`src/rtl/pmem_arbiter_if.sv`:
```
// Bundles the I-cache, D-cache and physical-memory buses that meet at the pmem arbiter.
// The slave view belongs to the arbiter; the master view belongs to the caches and memory around it.
interface pmem_arbiter_if #(
   parameter int ADDR_W = 16,
   parameter int LINE_W = 128
);

   logic              i_read;
   logic [ADDR_W-1:0] i_address;
   logic [LINE_W-1:0] i_rdata;
   logic              i_resp;

   logic              d_read;
   logic              d_write;
   logic [ADDR_W-1:0] d_address;
   logic [LINE_W-1:0] d_wdata;
   logic [LINE_W-1:0] d_rdata;
   logic              d_resp;

   logic              pmem_read;
   logic              pmem_write;
   logic [ADDR_W-1:0] pmem_address;
   logic [LINE_W-1:0] pmem_wdata;
   logic [LINE_W-1:0] pmem_rdata;
   logic              pmem_resp;

   logic              grant_d;

   modport slave (
      input  i_read, i_address,
      input  d_read, d_write, d_address, d_wdata,
      input  pmem_rdata, pmem_resp,
      output i_rdata, i_resp,
      output d_rdata, d_resp,
      output pmem_read, pmem_write, pmem_address, pmem_wdata,
      output grant_d
   );

   modport master (
      output i_read, i_address,
      output d_read, d_write, d_address, d_wdata,
      output pmem_rdata, pmem_resp,
      input  i_rdata, i_resp,
      input  d_rdata, d_resp,
      input  pmem_read, pmem_write, pmem_address, pmem_wdata,
      input  grant_d
   );

endinterface

```
`src/rtl/pmem_arbiter.sv`:
```
// Shares one physical-memory port between the read-only I-cache and the read/write D-cache.
// It serves one line transaction at a time, and every output comes straight from a register.
module pmem_arbiter #(
   parameter int ADDR_W = 16,
   parameter int LINE_W = 128
) (
   input  logic          clk,
   input  logic          reset_n,
   pmem_arbiter_if.slave bus
);

   typedef enum logic [1:0] {
      IDLE,
      SERVE_I,
      SERVE_D,
      DONE
   } state_t;

   state_t            state;
   state_t            state_nxt;
   logic              last_d;
   logic              last_d_nxt;

   logic              pmem_read_q;
   logic              pmem_read_nxt;
   logic              pmem_write_q;
   logic              pmem_write_nxt;
   logic              grant_d_q;
   logic              grant_d_nxt;
   logic              i_resp_q;
   logic              i_resp_nxt;
   logic              d_resp_q;
   logic              d_resp_nxt;

   logic [ADDR_W-1:0] address_q;
   logic [ADDR_W-1:0] address_nxt;
   logic [LINE_W-1:0] wdata_q;
   logic [LINE_W-1:0] wdata_nxt;
   logic [LINE_W-1:0] i_rdata_q;
   logic [LINE_W-1:0] i_rdata_nxt;
   logic [LINE_W-1:0] d_rdata_q;
   logic [LINE_W-1:0] d_rdata_nxt;

   logic              req_i;
   logic              req_d;
   logic              pick_d;

   assign req_i = bus.i_read;
   assign req_d = bus.d_read | bus.d_write;

   // When both sides ask at once, the side that lost last time wins. Reset leaves I as the
   // last winner, so D takes the first tie.
   assign pick_d = req_d & (~req_i | ~last_d);

   // The address and write data are captured once, at grant time. They stay in the pmem
   // registers until the transaction ends, so the caches may change their buses freely.
   always_comb begin
      state_nxt      = state;
      last_d_nxt     = last_d;
      pmem_read_nxt  = pmem_read_q;
      pmem_write_nxt = pmem_write_q;
      grant_d_nxt    = grant_d_q;
      address_nxt    = address_q;
      wdata_nxt      = wdata_q;
      i_rdata_nxt    = i_rdata_q;
      d_rdata_nxt    = d_rdata_q;
      i_resp_nxt     = 1'b0;
      d_resp_nxt     = 1'b0;

      case (state)
         IDLE: begin
            if (pick_d) begin
               state_nxt      = SERVE_D;
               last_d_nxt     = 1'b1;
               grant_d_nxt    = 1'b1;
               address_nxt    = bus.d_address;
               wdata_nxt      = bus.d_wdata;
               pmem_write_nxt = bus.d_write;
               pmem_read_nxt  = ~bus.d_write;
            end else if (req_i) begin
               state_nxt      = SERVE_I;
               last_d_nxt     = 1'b0;
               grant_d_nxt    = 1'b0;
               address_nxt    = bus.i_address;
               pmem_write_nxt = 1'b0;
               pmem_read_nxt  = 1'b1;
            end
         end

         SERVE_I: begin
            if (bus.pmem_resp) begin
               state_nxt      = DONE;
               i_rdata_nxt    = bus.pmem_rdata;
               i_resp_nxt     = 1'b1;
               pmem_read_nxt  = 1'b0;
               pmem_write_nxt = 1'b0;
            end
         end

         SERVE_D: begin
            // For a writeback the returned line is meaningless but is loaded all the same.
            if (bus.pmem_resp) begin
               state_nxt      = DONE;
               d_rdata_nxt    = bus.pmem_rdata;
               d_resp_nxt     = 1'b1;
               pmem_read_nxt  = 1'b0;
               pmem_write_nxt = 1'b0;
               grant_d_nxt    = 1'b0;
            end
         end

         DONE: begin
            state_nxt = IDLE;
         end

         default: begin
            state_nxt      = IDLE;
            pmem_read_nxt  = 1'b0;
            pmem_write_nxt = 1'b0;
            grant_d_nxt    = 1'b0;
         end
      endcase
   end

   always_ff @(posedge clk or negedge reset_n) begin
      if (!reset_n) begin
         state        <= IDLE;
         last_d       <= 1'b0;
         pmem_read_q  <= 1'b0;
         pmem_write_q <= 1'b0;
         grant_d_q    <= 1'b0;
         i_resp_q     <= 1'b0;
         d_resp_q     <= 1'b0;
      end else begin
         state        <= state_nxt;
         last_d       <= last_d_nxt;
         pmem_read_q  <= pmem_read_nxt;
         pmem_write_q <= pmem_write_nxt;
         grant_d_q    <= grant_d_nxt;
         i_resp_q     <= i_resp_nxt;
         d_resp_q     <= d_resp_nxt;
      end
   end

   always_ff @(posedge clk or negedge reset_n) begin
      if (!reset_n) begin
         address_q <= '0;
         wdata_q   <= '0;
         i_rdata_q <= '0;
         d_rdata_q <= '0;
      end else begin
         address_q <= address_nxt;
         wdata_q   <= wdata_nxt;
         i_rdata_q <= i_rdata_nxt;
         d_rdata_q <= d_rdata_nxt;
      end
   end

   assign bus.pmem_read    = pmem_read_q;
   assign bus.pmem_write   = pmem_write_q;
   assign bus.pmem_address = address_q;
   assign bus.pmem_wdata   = wdata_q;
   assign bus.grant_d      = grant_d_q;
   assign bus.i_resp       = i_resp_q;
   assign bus.i_rdata      = i_rdata_q;
   assign bus.d_resp       = d_resp_q;
   assign bus.d_rdata      = d_rdata_q;

endmodule

```
`src/flat_wrapper.sv`:
```
// flat-port wrapper written by rule: the top's interface ports become plain ports
module pmem_arbiter_flat 
#(
   parameter int ADDR_W = 16,
   parameter int LINE_W = 128
)
  (clk, reset_n, bus_i_read, bus_i_address, bus_d_read, bus_d_write, bus_d_address, bus_d_wdata, bus_pmem_rdata, bus_pmem_resp, bus_i_rdata, bus_i_resp, bus_d_rdata, bus_d_resp, bus_pmem_read, bus_pmem_write, bus_pmem_address, bus_pmem_wdata, bus_grant_d);
  pmem_arbiter_if #(.ADDR_W(ADDR_W), .LINE_W(LINE_W)) bus_i ();
  input  logic clk;
  input  logic reset_n;
  input wire logic [$bits(bus_i.i_read)-1:0] bus_i_read;
  input wire logic [$bits(bus_i.i_address)-1:0] bus_i_address;
  input wire logic [$bits(bus_i.d_read)-1:0] bus_d_read;
  input wire logic [$bits(bus_i.d_write)-1:0] bus_d_write;
  input wire logic [$bits(bus_i.d_address)-1:0] bus_d_address;
  input wire logic [$bits(bus_i.d_wdata)-1:0] bus_d_wdata;
  input wire logic [$bits(bus_i.pmem_rdata)-1:0] bus_pmem_rdata;
  input wire logic [$bits(bus_i.pmem_resp)-1:0] bus_pmem_resp;
  output wire logic [$bits(bus_i.i_rdata)-1:0] bus_i_rdata;
  output wire logic [$bits(bus_i.i_resp)-1:0] bus_i_resp;
  output wire logic [$bits(bus_i.d_rdata)-1:0] bus_d_rdata;
  output wire logic [$bits(bus_i.d_resp)-1:0] bus_d_resp;
  output wire logic [$bits(bus_i.pmem_read)-1:0] bus_pmem_read;
  output wire logic [$bits(bus_i.pmem_write)-1:0] bus_pmem_write;
  output wire logic [$bits(bus_i.pmem_address)-1:0] bus_pmem_address;
  output wire logic [$bits(bus_i.pmem_wdata)-1:0] bus_pmem_wdata;
  output wire logic [$bits(bus_i.grant_d)-1:0] bus_grant_d;
  assign bus_i.i_read = bus_i_read;
  assign bus_i.i_address = bus_i_address;
  assign bus_i.d_read = bus_d_read;
  assign bus_i.d_write = bus_d_write;
  assign bus_i.d_address = bus_d_address;
  assign bus_i.d_wdata = bus_d_wdata;
  assign bus_i.pmem_rdata = bus_pmem_rdata;
  assign bus_i.pmem_resp = bus_pmem_resp;
  assign bus_i_rdata = bus_i.i_rdata;
  assign bus_i_resp = bus_i.i_resp;
  assign bus_d_rdata = bus_i.d_rdata;
  assign bus_d_resp = bus_i.d_resp;
  assign bus_pmem_read = bus_i.pmem_read;
  assign bus_pmem_write = bus_i.pmem_write;
  assign bus_pmem_address = bus_i.pmem_address;
  assign bus_pmem_wdata = bus_i.pmem_wdata;
  assign bus_grant_d = bus_i.grant_d;
  pmem_arbiter #(.ADDR_W(ADDR_W), .LINE_W(LINE_W)) u_core (.clk(clk), .reset_n(reset_n), .bus(bus_i));
endmodule
```
`config.mk`:
```
export PLATFORM = sky130hd
export DESIGN_NAME = pmem_arbiter_flat
export DESIGN_NICKNAME = d
export VERILOG_FILES = /design/src/rtl/pmem_arbiter_if.sv /design/src/rtl/pmem_arbiter.sv /design/src/flat_wrapper.sv
export SDC_FILE = /design/constraint.sdc
export NUM_CORES = 1
export LEC_CHECK = 0
export ABC_CLOCK_PERIOD_IN_PS = 2900
export CAP_MARGIN = 20
export CORE_AREA = 10 10 267 269
export CTS_CLUSTER_DIAMETER = 80
export DETAILED_ROUTE_END_ITERATION = 8
export DIE_AREA = 0 0 277 279
export DONT_BUFFER_PORTS = 1
export PLACE_DENSITY = 0.41
export SLEW_MARGIN = 5
export SYNTH_ARGS = -nofsm -noshare
export SYNTH_HDL_FRONTEND = slang
export SYNTH_SLANG_ARGS = --single-unit
```
`constraint.sdc`:
```
create_clock -name clk -period 2.9 [get_ports clk]
set_input_delay 0.58 -clock clk [delete_from_list [all_inputs] [get_ports clk]]
set_output_delay 0.58 -clock clk [all_outputs]
set_load 0.02 [all_outputs]
```
==> results_dict.tcl <==
set metrics [dict create \
    cp.required_ns 3.33 \
    row_count 94 \
    first_pass_iters 4 \
    die_area_um2 77300 \
    criticalPathCategory "flop to flop" \
    finalHoldViolCount 408 \
    cts_buffer_depth 3 \
    synth-seq-cells 408 \
    ys_seq_area_share_pct 66.6 \
    max-vdd-ir-drop_uv 558 \
    finalNonFillerCells 1834 \
    cts.sinks 408 \
    syn_area_um2 15300 \
    fp.dieH_um 279 \
    place_inst 1751 \
    grt_overflow 0 \
    post_cts_buffers 0 \
    drive_gt1_share_pct 37.8 \
    place.gp.congestion 0.748 \
    muxShareOfSynthArea_pct 29.7 \
    synthCells 919 \
    cts_max_level 2 \
    max_slew.worst_pin.slew_ns 0.851 \
    max_freq_ghz 0.487 \
    arrival_ns 2.48 \
    fin_tns_setup_ns 0 \
    path_max_fanout 46 \
    whs_ns -0.275 \
    layout_common_cells "dfrtp_1, mux2_2, mux2_1, clkbuf_16" \
    worst_clock_skew_ns 0.0107 \
    grt_pass1_wl_mm 67.7 \
    cts_tree "done" \
    min_period_ns 2.05 \
    relSlewSlack_pct 43.3 \
    synth_top_family_by_area "multiplexers" \
    dp_hpwl_mm 36.2 \
    rrSetupSlack_ns 0.85 \
    yosys_warnings 0 \
    first_iter_violations 226 \
    reg2reg_from "u_core.state[0]$_DFFE_PN0P_" \
    layout_commonest_cell "dfrtp_1" \
    cts_buffers 46 \
    period_share_pct 70.7 \
    crit_start "u_core.state[0]$_DFFE_PN0P_" \
    maxCapViolations 0 \
    cts-root-buf "clkbuf_16" \
    drc 0 \
    power_leakage_nw 7.54 \
    final_antenna_net_count 0 \
    rsz0062_at_grt "no" \
    worstHoldPathType "input pin to asynchronous set/reset pin" \
    cts_resized 0 \
    synthAdderAreaFrac_pct 0.408 \
    p_per_area_nw_per_um2 1410 \
    synth-xor-area-share_pct 0 \
    syn2layout_area_growth_pct 16.3 \
    dr_total_vias 7638 \
    synth_top_cell_by_area "dfrtp_1" \
    clkTransAtPathRegs_ns 0.06 \
    grt_max_degree 409 \
    grt_usage_pct 11.7 \
    clock_latency_ns 0.56 \
    core_um2 65600 \
    routed_wirelength_mm 47.5 \
    synth_nets 1218 \
    synth_compound_area_share_pct 0.800 \
    ys_types 21 \
    fill_cells 6612 \
    die_w_um 277 \
    antenna_found_initial 2 \
    synth_area_leaders "dfrtp_1, mux2_2, mux2_1" \
    ios 699 \
    num-nets-final 1234 \
    start_kind "flop" \
    synth.top_cell.area_share_pct 66.6 \
    start_util_pct 23.4 \
    port_buffers 0 \
    end_kind "flop" \
    synthSimpleGateAreaFrac_pct 0.816 \
    viasPerCell 4.16 \
    grt_pass1_vias 8679 \
    status "complete, but fails checks" \
    setup_viol 0 \
    violations "hold timing" \
    syn_avg_cell_area_um2 16.7 \
    wl_per_cell_um 25.9 \
    drv_slew 0 \
]
==> logic make-up (layout without fill, tap and decap cells) <==
group / Yosys count / count (layout)
buffers and inverters: 49 / 98
adders and majority gates: 5 / 5
muxes: 406 / 406
and+or+nand+nor: 29 / 29
other: 0 / 2
DFF: 408 / 408
AOI/OAI and AO/OA: 22 / 22
==> per-layer routing <==
layer / vias to the layer above / GRT usage [%] / routed length (um)
met5: - / 0 / 0
met1: 3959 / 10.8 / 14600
met2: 354 / 21.8 / 26200
met4: 0 / 3.25 / 950
li1: 3263 / - / -
met3: 62 / 6.32 / 5800
==> report_power, final <==
part | internal (W) | switching [W]
Combinational | 0.00279 | 0.00169
Sequential | 0.00860 | 0.00632
Clock | 0.00335 | 0.00231
Total | 0.0147 | 0.0103
==> synth_stat cells, drive strengths merged <==
cell type / instances
nor3: 1
nor2b: 2
dfrtp: 408
clkbuf: 2
nor4b: 1
buf: 43
o21ai: 18
mux2i: 19
nand2: 22
and3b: 1
a2bb2oi: 1
a21oi: 2
o31ai: 1
ha: 5
mux2: 387
nor2: 2
inv: 4
==> stage by stage <==
stage	cell area, um2	power [W]	setup slack [ns]	utilization (%)
after floorplan	15300	0.0176	1.16	-
after global placement	16400	0.0197	0.817	24.9
after detailed placement	16400	0.0198	0.787	24.9
after CTS	17800	0.0256	0.780	27.2
after global routing	17800	0.0265	0.691	27.2
final	17800	0.0251	0.848	27.2
==> final timing paths <==
kind	endpoint	depth (start not counted)
worst max-delay path	u_core.bus.pmem_wdata[41]$_DFFE_PN0P_	5
worst min-delay path	u_core.bus.pmem_wdata[9]$_DFFE_PN0P_	0
worst max register to register	u_core.bus.pmem_wdata[41]$_DFFE_PN0P_	5
worst min register to register	u_core.last_d$_DFFE_PN0P_	2
max in group asynchronous	u_core.bus.d_rdata[81]$_DFFE_PN0P_	0
min in group clk	u_core.bus.pmem_wdata[99]$_DFFE_PN0P_	1
==> registers in the layout, summed over array words and instances, names as in the netlist <==
| register | cells |
|---|---|
| u_core.bus.d_rdata | 128 |
| u_core.bus.i_rdata | 128 |
| u_core.bus.pmem_wdata | 128 |
| u_core.bus.pmem_address | 16 |
| u_core.state | 2 |
| u_core.bus.d_resp | 1 |
| u_core.bus.grant_d | 1 |
| u_core.bus.i_resp | 1 |
| u_core.bus.pmem_read | 1 |
| u_core.bus.pmem_write | 1 |
| u_core.last_d | 1 |
==> layout make-up <==
type | count | area [um2] | area share (%)
clock inverters | 13 | 126 | 0.709
multi-input cells | 462 | 4890 | 27.4
well taps | 864 | 1080 | 6.06
clock buffers | 68 | 1340 | 7.49
flip-flops and latches | 408 | 10200 | 57.3
inverters | 4 | 17.5 | 0.0983
diodes | 2 | 5.00 | 0.0281
repair buffers | 13 | 160 | 0.898
==> critical path, cell delays in order, from the launching register on <==
cell,delay [ns]
dfrtp_1,0.39
inv_1,0.09
ha_1,0.30
nand2_4,0.42
buf_12,0.32
mux2_1,0.36
Power figures use the tool's default switching activity.
